**config.mk**
```make
export PLATFORM = sky130hd
export DESIGN_NAME = booth_multiplier_r4
export DESIGN_NICKNAME = d
export VERILOG_FILES = /design/src/rtl/booth_pkg.sv /design/src/rtl/booth_r4_recoder.sv /design/src/rtl/booth_multiplier_r4.sv
export SDC_FILE = /design/constraint.sdc
export NUM_CORES = 1
export LEC_CHECK = 0
export ABC_AREA = 1
export CAP_MARGIN = 20
export CELL_PAD_IN_SITES_DETAIL_PLACEMENT = 1
export CELL_PAD_IN_SITES_GLOBAL_PLACEMENT = 2
export CORE_UTILIZATION = 27
export DETAILED_ROUTE_END_ITERATION = 6
export PLACE_DENSITY = 0.81
export SKIP_LAST_GASP = 1
export SYNTH_ARGS = -nofsm -noshare
export SYNTH_HDL_FRONTEND = slang
export SYNTH_SLANG_ARGS = --single-unit
```
**constraint.sdc**
```tcl
create_clock -name clk -period 3.1 [get_ports clk]
set_input_delay 0.62 -clock clk [delete_from_list [all_inputs] [get_ports clk]]
set_output_delay 0.62 -clock clk [all_outputs]
set_load 0.005 [all_outputs]
```
**src/rtl/booth_pkg.sv**
```systemverilog
// Shared types and helpers for the radix-4 Booth multiplier.
//   state_e      : controller state (IDLE, BUSY)
//   digit_e      : recoded Booth digit (ZERO, POS1, POS2, NEG1, NEG2)
//   booth_recode : maps a 3-bit multiplier group {b(i+1), b(i), b(i-1)} to a digit
package booth_pkg;

  typedef enum logic {
    IDLE = 1'b0,
    BUSY = 1'b1
  } state_e;

  typedef enum logic [2:0] {
    ZERO,
    POS1,
    POS2,
    NEG1,
    NEG2
  } digit_e;

  function automatic digit_e booth_recode(input logic [2:0] grp);
    digit_e d;
    case (grp)
      3'b001, 3'b010: d = POS1;
      3'b011:         d = POS2;
      3'b100:         d = NEG2;
      3'b101, 3'b110: d = NEG1;
      default:        d = ZERO;
    endcase
    return d;
  endfunction

endpackage

```
**src/rtl/booth_r4_recoder.sv**
```systemverilog
// Combinational radix-4 Booth recoder.
// Ports:
//   grp_i : 3-bit multiplier group {b(i+1), b(i), b(i-1)}
//   one_o : select 1*M
//   two_o : select 2*M
//   neg_o : negate the selected multiple
// one_o = two_o = 0 selects zero.
module booth_r4_recoder
  import booth_pkg::*;
(
  input  logic [2:0] grp_i,
  output logic       one_o,
  output logic       two_o,
  output logic       neg_o
);

  digit_e digit;

  assign digit = booth_recode(grp_i);

  always_comb begin
    one_o = 1'b0;
    two_o = 1'b0;
    neg_o = 1'b0;
    case (digit)
      POS1: one_o = 1'b1;
      POS2: two_o = 1'b1;
      NEG1: begin
        one_o = 1'b1;
        neg_o = 1'b1;
      end
      NEG2: begin
        two_o = 1'b1;
        neg_o = 1'b1;
      end
      default: ;
    endcase
  end

endmodule

```
**src/rtl/booth_multiplier_r4.sv**
```systemverilog
// Radix-4 Booth sequential multiplier, two multiplier bits retired per cycle.
// Optional feature macro: BOOTH_R4_UNSIGNED_EN (adds the uns port; uns=1 runs
// an extra iteration on a zero-extended multiplier for an unsigned product).
// Ports:
//   clk   : clock, rising edge
//   rst   : synchronous active-high reset
//   start : request, accepted when ready=1
//   m, r  : multiplicand / multiplier, sampled on the accepting edge
//   uns   : unsigned mode (only with BOOTH_R4_UNSIGNED_EN)
//   ans   : 2*WIDTH product, held until the next completion
//   ready : idle, start will be accepted
//   done  : one-cycle pulse on the edge that loads ans
module booth_multiplier_r4
  import booth_pkg::*;
#(
  parameter int WIDTH = 8
) (
  input  logic               clk,
  input  logic               rst,
  input  logic               start,
  input  logic [WIDTH-1:0]   m,
  input  logic [WIDTH-1:0]   r,
`ifdef BOOTH_R4_UNSIGNED_EN
  input  logic               uns,
`endif
  output logic [2*WIDTH-1:0] ans,
  output logic               ready,
  output logic               done
);

  // Accumulator and multiplier are both WIDTH+2 wide so that +-2M of the
  // most-negative operand and the unsigned extension need no special case.
  // Product register layout: {acc[AW-1:0], mplr[AW-1:0], q_minus_1}.
  localparam int AW = WIDTH + 2;
  localparam int PW = 2 * AW + 1;
  localparam int CW = $clog2(WIDTH / 2 + 2);
  localparam logic [CW-1:0] LAST_S = CW'(WIDTH / 2 - 1);
  localparam logic [CW-1:0] LAST_U = CW'(WIDTH / 2);

  logic uns_in;
`ifdef BOOTH_R4_UNSIGNED_EN
  assign uns_in = uns;
`else
  assign uns_in = 1'b0;
`endif

  state_e             state_q, state_d;
  logic [PW-1:0]      preg_q, preg_d;
  logic [AW-1:0]      mcand_q, mcand_d;
  logic [CW-1:0]      cnt_q, cnt_d;
  logic               uns_q, uns_d;
  logic [2*WIDTH-1:0] ans_q, ans_d;
  logic               done_q, done_d;

  logic          sel_one, sel_two, sel_neg;
  logic [AW-1:0] mag, pp, acc_sum;
  logic [PW-1:0] shifted;

  booth_r4_recoder u_recoder (
    .grp_i (preg_q[2:0]),
    .one_o (sel_one),
    .two_o (sel_two),
    .neg_o (sel_neg)
  );

  always_comb begin
    mag = '0;
    if (sel_two)      mag = {mcand_q[AW-2:0], 1'b0};
    else if (sel_one) mag = mcand_q;
  end

  assign pp      = sel_neg ? (~mag + 1'b1) : mag;
  assign acc_sum = preg_q[PW-1:AW+1] + pp;
  // Arithmetic shift right by 2 of {acc_sum, mplr, q_minus_1}.
  assign shifted = {{2{acc_sum[AW-1]}}, acc_sum, preg_q[AW:2]};

  always_comb begin
    state_d = state_q;
    preg_d  = preg_q;
    mcand_d = mcand_q;
    cnt_d   = cnt_q;
    uns_d   = uns_q;
    ans_d   = ans_q;
    done_d  = 1'b0;
    case (state_q)
      IDLE: begin
        if (start) begin
          state_d = BUSY;
          uns_d   = uns_in;
          cnt_d   = '0;
          mcand_d = uns_in ? {2'b00, m} : {{2{m[WIDTH-1]}}, m};
          preg_d  = {{AW{1'b0}}, (uns_in ? {2'b00, r} : {{2{r[WIDTH-1]}}, r}), 1'b0};
        end
      end
      BUSY: begin
        preg_d = shifted;
        cnt_d  = cnt_q + 1'b1;
        if (cnt_q == (uns_q ? LAST_U : LAST_S)) begin
          state_d = IDLE;
          done_d  = 1'b1;
          // Signed runs stop two shifts early, leaving the multiplier's
          // extension bits at the bottom; unsigned runs consume them.
          ans_d   = uns_q ? shifted[2*WIDTH:1] : shifted[2*WIDTH+2:3];
        end
      end
      default: state_d = IDLE;
    endcase
  end

  always_ff @(posedge clk) begin
    if (rst) begin
      state_q <= IDLE;
      preg_q  <= '0;
      mcand_q <= '0;
      cnt_q   <= '0;
      uns_q   <= 1'b0;
      ans_q   <= '0;
      done_q  <= 1'b0;
    end else begin
      state_q <= state_d;
      preg_q  <= preg_d;
      mcand_q <= mcand_d;
      cnt_q   <= cnt_d;
      uns_q   <= uns_d;
      ans_q   <= ans_d;
      done_q  <= done_d;
    end
  end

  assign ans   = ans_q;
  assign ready = (state_q == IDLE);
  assign done  = done_q;

endmodule

```
# == After elaboration in Yosys (flattened, before gate mapping) ==
# Index checks and enable logic that the tools add are counted.
# totals
output_inout_bits,18
reg_bits,50
wordCells,46
inputBits,19
# classes
addsub,3
bitwise,2
reduce_logical,8
mux,15
eq_ne,12
# op_table
operator,n
$pmux 21 s2,1
$mux 10,3
$mux 21,1
$eq 3x2->1 const B,5
$eq 3x3->1 const B,4
$pmux 3 s4,1
$reduce_or 2->1,6
$add 10x1->10 const B,1
$add 10x10->10,1
$not 10->10,1
$eq 3x1->1 const B,2
$mux 1,6
$pmux 3 s2,1
$reduce_and 2->1,2
$add 3x1->3 const B,1
$mux 3,1
$ne 2x2->1 const B,1
$pmux 1 s2,1
$not 1->1,1

# == Longest topological paths before layout ==
# logic_depth
depth_word,13
ltp_mapped,24
depth_no_buf,24

# == Cells and area by module ==
# From an unflattened synthesis, not the netlist that was laid out.
# hier_totals
cells_unflattened,371
area_unflattened_um2,2688.8
# by_module_without_submodules
mod,instances,seq_area_each_um2,area_each_um2,cells_per_inst
booth_multiplier_r4,1,960.9,2578.7,353
booth_r4_recoder,1,0.0,110.1,18

# == Least setup slack after synthesis ==
# Ideal clock, no wire load.
# synth_timing
path_kind,register to register
startpoint,register preg_q[0]
endpoint,register preg_q[17]
stages_incl_launch_ff,24
t_required_ns,3.030
path_slack_ns,-0.030
arrival_time_ns,3.059
path_cell_list,dfxtp_1 inv_1 ha_1 clkbuf_1 nand2_1 inv_1 nand2_1 o21ai_1 inv_1 ha_1 nand2_1 o21ai_0 fa_1 nand3_1 nand2_1 a21o_1 nand2_1 nand2_1 nand2_1 nand2_1 a21oi_1 or2_2 nand3_1 a21oi_1
# synth_via
elab_chain_cells,13
elab_cells_between_ends,26
classes_between,add/sub: 2; eq/ne: 10; mux: 8; bitwise: 1; reduce/logical: 5
# synth_rtl
element,line,text
"start, declared",booth_multiplier_r4.sv:48,"logic [PW-1:0] preg_q, preg_d;"
"start signal, assigned",booth_multiplier_r4.sv:121,preg_q <= preg_d;
"$eq 3x3->1, or another cell as far along",booth_pkg.sv:22,case (grp)
$reduce_or 2->1,booth_pkg.sv:22,
$pmux 3 s4 (*),booth_pkg.sv:22,
$eq 3x1->1 or $eq 3x2->1 (tied branches),booth_r4_recoder.sv:25,case (digit)
$reduce_or 2->1 (no line),--,
$mux 1,booth_r4_recoder.sv:25,
$mux 10,booth_multiplier_r4.sv:69,else if (sel_one) mag = mcand_q;
$mux 10,booth_multiplier_r4.sv:68,"if (sel_two) mag = {mcand_q[AW-2:0], 1'b0};"
$not 10->10,booth_multiplier_r4.sv:72,assign pp = sel_neg ? (~mag + 1'b1) : mag;
$add 10x1->10,booth_multiplier_r4.sv:72,
$mux 10 (*),booth_multiplier_r4.sv:72,
$add 10x10->10 (*),booth_multiplier_r4.sv:73,assign acc_sum = preg_q[PW-1:AW+1] + pp;
$pmux 21 s2 (*),booth_multiplier_r4.sv:85,case (state_q)
# Every way passes the cells marked *; elsewhere a longest branch is shown, timed or not.
# A chain may end at the register's enable or synchronous reset.

# == Worst setup path in the final report ==
# layout_timing
startpoint,register preg_q[1]
endpoint,register preg_q[19]
# The elaborated chain is that of the path after synthesis.

==> results.sh <==
export IMPL_final_cell_mix="nand2_1 (91), dfxtp_1 (46), inv_1 (41), clkdlybuf4s50_1 (36), buf_4 (35)"
export IMPL_via_count=2618
export IMPL_crit_fanout=4
export IMPL_fin_ws_ns=-0.197
export IMPL_p_per_area_mw_per_mm2=393
export IMPL_status="finished with violations"
export IMPL_hold_class="flop to flop"
export IMPL_wirelength_mm=7.64
export IMPL_synthDistinctLibCells=31
export IMPL_swShare_pct=26.3
export IMPL_dpl_hpwl_mm=5.57
export IMPL_relSlewSlack_pct=50.2
export IMPL_ys_seq_area_share_pct=36.4
export IMPL_first_pass_iters=3
export IMPL_final_common_cell="nand2_1"
export IMPL_clockPowerShare_pct=39.0
export IMPL_start_util_pct=28.3
export IMPL_synth_fp_nets=411
export IMPL_syn2layout_area_growth_pct=39.8
export IMPL_antenna_left=0
export IMPL_place_inst=557
export IMPL_path_class="flop to flop"
export IMPL_drive_gt1_share_pct=21.7
export IMPL_worst_r2r_path_depth=21
export IMPL_antennaDiodeCount=0
export IMPL_p_int_mw=1.07
export IMPL_clk_pin_slew_ns=0.10
export IMPL_yosys_warnings=0
export IMPL_cts_hold_buf=0
export IMPL_die_h_um=101
export IMPL_min_period_over_period_pct=106
export IMPL_grtUsageTotal_pct=16.7
export IMPL_crit_arrival_ns=3.54
export IMPL_drt_first_iter_violations=49
export IMPL_setup_viol=8
export IMPL_hold_viol=0
export IMPL_numCtsBuffers=5
export IMPL_pwr_share_comb_pct=15.9
export IMPL_finalMaxSlewViolations=0
export IMPL_hp_start="ans[13]$_SDFFE_PP0P_"
export IMPL_ios=37
export IMPL_die_area_mm2=0.0102
export IMPL_synth_area_mm2=0.00264
export IMPL_die_x_um=101
export IMPL_wl_per_cell_um=13.4
export IMPL_antenna_found_initial=0
export IMPL_cts_root_buffer="clkbuf_8"
export IMPL_cts_tree="done"
export IMPL_grt_overflow_total=0
export IMPL_grt_pass1_vias=2851
export IMPL_fin_nets=479
export IMPL_cts_sinks=48
export IMPL_finalInstanceArea_mm2=0.00369
export IMPL_fin_worst_skew_ns=0.00886
export IMPL_hold_end="ans[13]$_SDFFE_PP0P_"
export IMPL_start_kind="flop"
export IMPL_worstMarginPinSlew_ns=0.745
export IMPL_synth_seq_cells=48
export IMPL_grt_pass1_wl_mm=13.2
export IMPL_via_per_inst=4.58
export IMPL_r2r_start="preg_q[1]$_SDFFE_PP0P_"
export IMPL_postPlaceCellArea_mm2=0.00333
export IMPL_irDropWorstVdd_mv=0.185
export IMPL_sequentialPowerShare_pct=45.2
export IMPL_end_kind="flop"
export IMPL_fin_crit_ns=3.30
export IMPL_htreeDepth=2
export IMPL_gp_congestion=0.869
export IMPL_min_path_cells=2
export IMPL_worstPathRequired_ns=3.35
export IMPL_clk_latency_ns=0.31
export IMPL_core_area_mm2=0.00933
export IMPL_violations="negative setup slack"
export IMPL_io_buffers=36
export IMPL_final_core_util_pct=39.5
export IMPL_syn_area_per_cell_um2=7.05
export IMPL_power_leakage_nw=1.72
export IMPL_drc=0
export IMPL_power_total_mw=1.45
export IMPL_rrSetupSlack_ns=-0.20
export IMPL_syn_inst=374
export IMPL_rsz0062_at_grt="true"
export IMPL_grt_max_degree=37
export IMPL_drv_cap=0
export IMPL_num_rows=35
export IMPL_worstReg2RegEnd="preg_q[19]$_SDFFE_PP0P_"
export IMPL_power_switching_mw=0.382
export IMPL_fmax_mhz=303
export IMPL_final_cells=572
export IMPL_clockBufferDepth=2
export IMPL_post_place_ws_ns=-0.213
-- worst max path at each step --
stage	from	to	cells after the start
3_3_place_gp	preg_q[0]$_SDFFE_PP0P_	preg_q[16]$_SDFFE_PP0P_	20
2_1_floorplan	preg_q[1]$_SDFFE_PP0P_	preg_q[19]$_SDFFE_PP0P_	21
6_report	preg_q[1]$_SDFFE_PP0P_	preg_q[19]$_SDFFE_PP0P_	21
4_1_cts	preg_q[1]$_SDFFE_PP0P_	preg_q[19]$_SDFFE_PP0P_	21
3_5_place_dp	preg_q[1]$_SDFFE_PP0P_	preg_q[19]$_SDFFE_PP0P_	21
5_1_grt	preg_q[1]$_SDFFE_PP0P_	preg_q[17]$_SDFFE_PP0P_	22
-- metrics by stage --
step / hold slack [ns] / setup TNS (ns)
2_1_floorplan: 0.434 / 0
3_3_place_gp: 0.457 / -0.191
3_5_place_dp: 0.470 / -1.03
4_1_cts: 0.488 / -0.867
5_1_grt: 0.509 / -2.72
6_report: 0.480 / -1.01
-- power by group through the flow --
stage	clock network (mW)	logic, mW	registers (mW)
final	0.565	0.230	0.655
after global routing	0.604	0.258	0.658
after CTS	0.581	0.224	0.656
after detailed placement	0	0.203	0.669
after global placement	0	0.198	0.669
after floorplan	0	0.121	0.662
-- layer usage --
| layer | part of all wire, % | vias up | GRT usage [%] |
|---|---|---|---|
| met2 | 52 | 31 | 32.3 |
| met1 | 45 | 1247 | 18.9 |
| met4 | 1.3 | 0 | 3.90 |
| met5 | 0 | - | 0 |
| li1 | - | 1329 | - |
| met3 | 1.8 | 11 | 2.84 |
-- area by class of cell --
class / instances / area (µm²)
clock buffer: 5 / 68.8
clock inverter: 3 / 68.8
fill: 1159 / 5640
inverter: 48 / 183
multi-input combinational: 267 / 1600
sequential: 48 / 968
tap: 129 / 161
timing repair buffer: 72 / 634
-- synth_stat cells --
cell,instances,area [µm²]
a21o_1,2,15.0
a21oi_1,19,95.1
a22oi_1,1,7.51
a31oi_1,3,18.8
buf_1,1,3.75
buf_2,2,10.0
clkbuf_1,8,30.0
clkinv_1,2,7.51
dfxtp_1,48,961
fa_1,1,20.0
ha_1,17,213
inv_1,45,169
inv_2,1,3.75
nand2_1,99,372
nand2_2,4,25.0
nand2_4,1,11.3
nand3_1,33,165
nand3_4,1,17.5
nand4_1,6,37.5
nor2_1,27,101
nor2_2,2,12.5
nor2_4,1,11.3
o21ai_0,25,125
o21ai_1,1,5.00
o221ai_1,3,26.3
o22ai_1,1,6.26
o31ai_2,1,12.5
or2_2,6,37.5
or3b_4,1,11.3
xnor2_1,6,52.6
xor2_1,6,52.6
-- sequential cells by signal (all words and copies together) (netlist names) --
| name | count |
|---|---|
| preg_q | 19 |
| done | 1 |
| cnt_q | 3 |
| mcand_q | 8 |
| ans | 16 |
| state_q | 1 |
-- what timing repair did --
action | 4_1_cts | 5_1_grt
setup endpoints to repair | 8 | 11
gates resized for setup | 30 | 13
pin swaps | 17 | 13
setup buffers | 4 | 3
-- worst max-delay path, cell delays in order (launching register included) --
cell	delay, ns
dfxtp_4	0.38
inv_2	0.06
ha_2	0.18
nor2_4	0.12
nand3_4	0.11
nand2_2	0.08
o21ai_2	0.06
inv_1	0.08
ha_2	0.18
or3b_4	0.41
nor2_2	0.10
a31oi_1	0.09
xor2_1	0.16
ha_1	0.32
a21o_1	0.19
a31oi_1	0.15
nand3_1	0.15
inv_2	0.08
nand3_2	0.08
nand2_2	0.07
nand2_1	0.05
a21oi_1	0.14
-- cells by family after synthesis --
| family | count (synthesis) | share of synthesized area (%) |
|---|---|---|
| simple gates | 181 | 30.4 |
| buf+inv | 59 | 8.50 |
| compound gates | 56 | 11.8 |
| flops | 48 | 36.4 |
| fa+ha+maj | 18 | 8.83 |
| xor+xnor | 12 | 3.99 |
(Power assumes the default switching activity.)
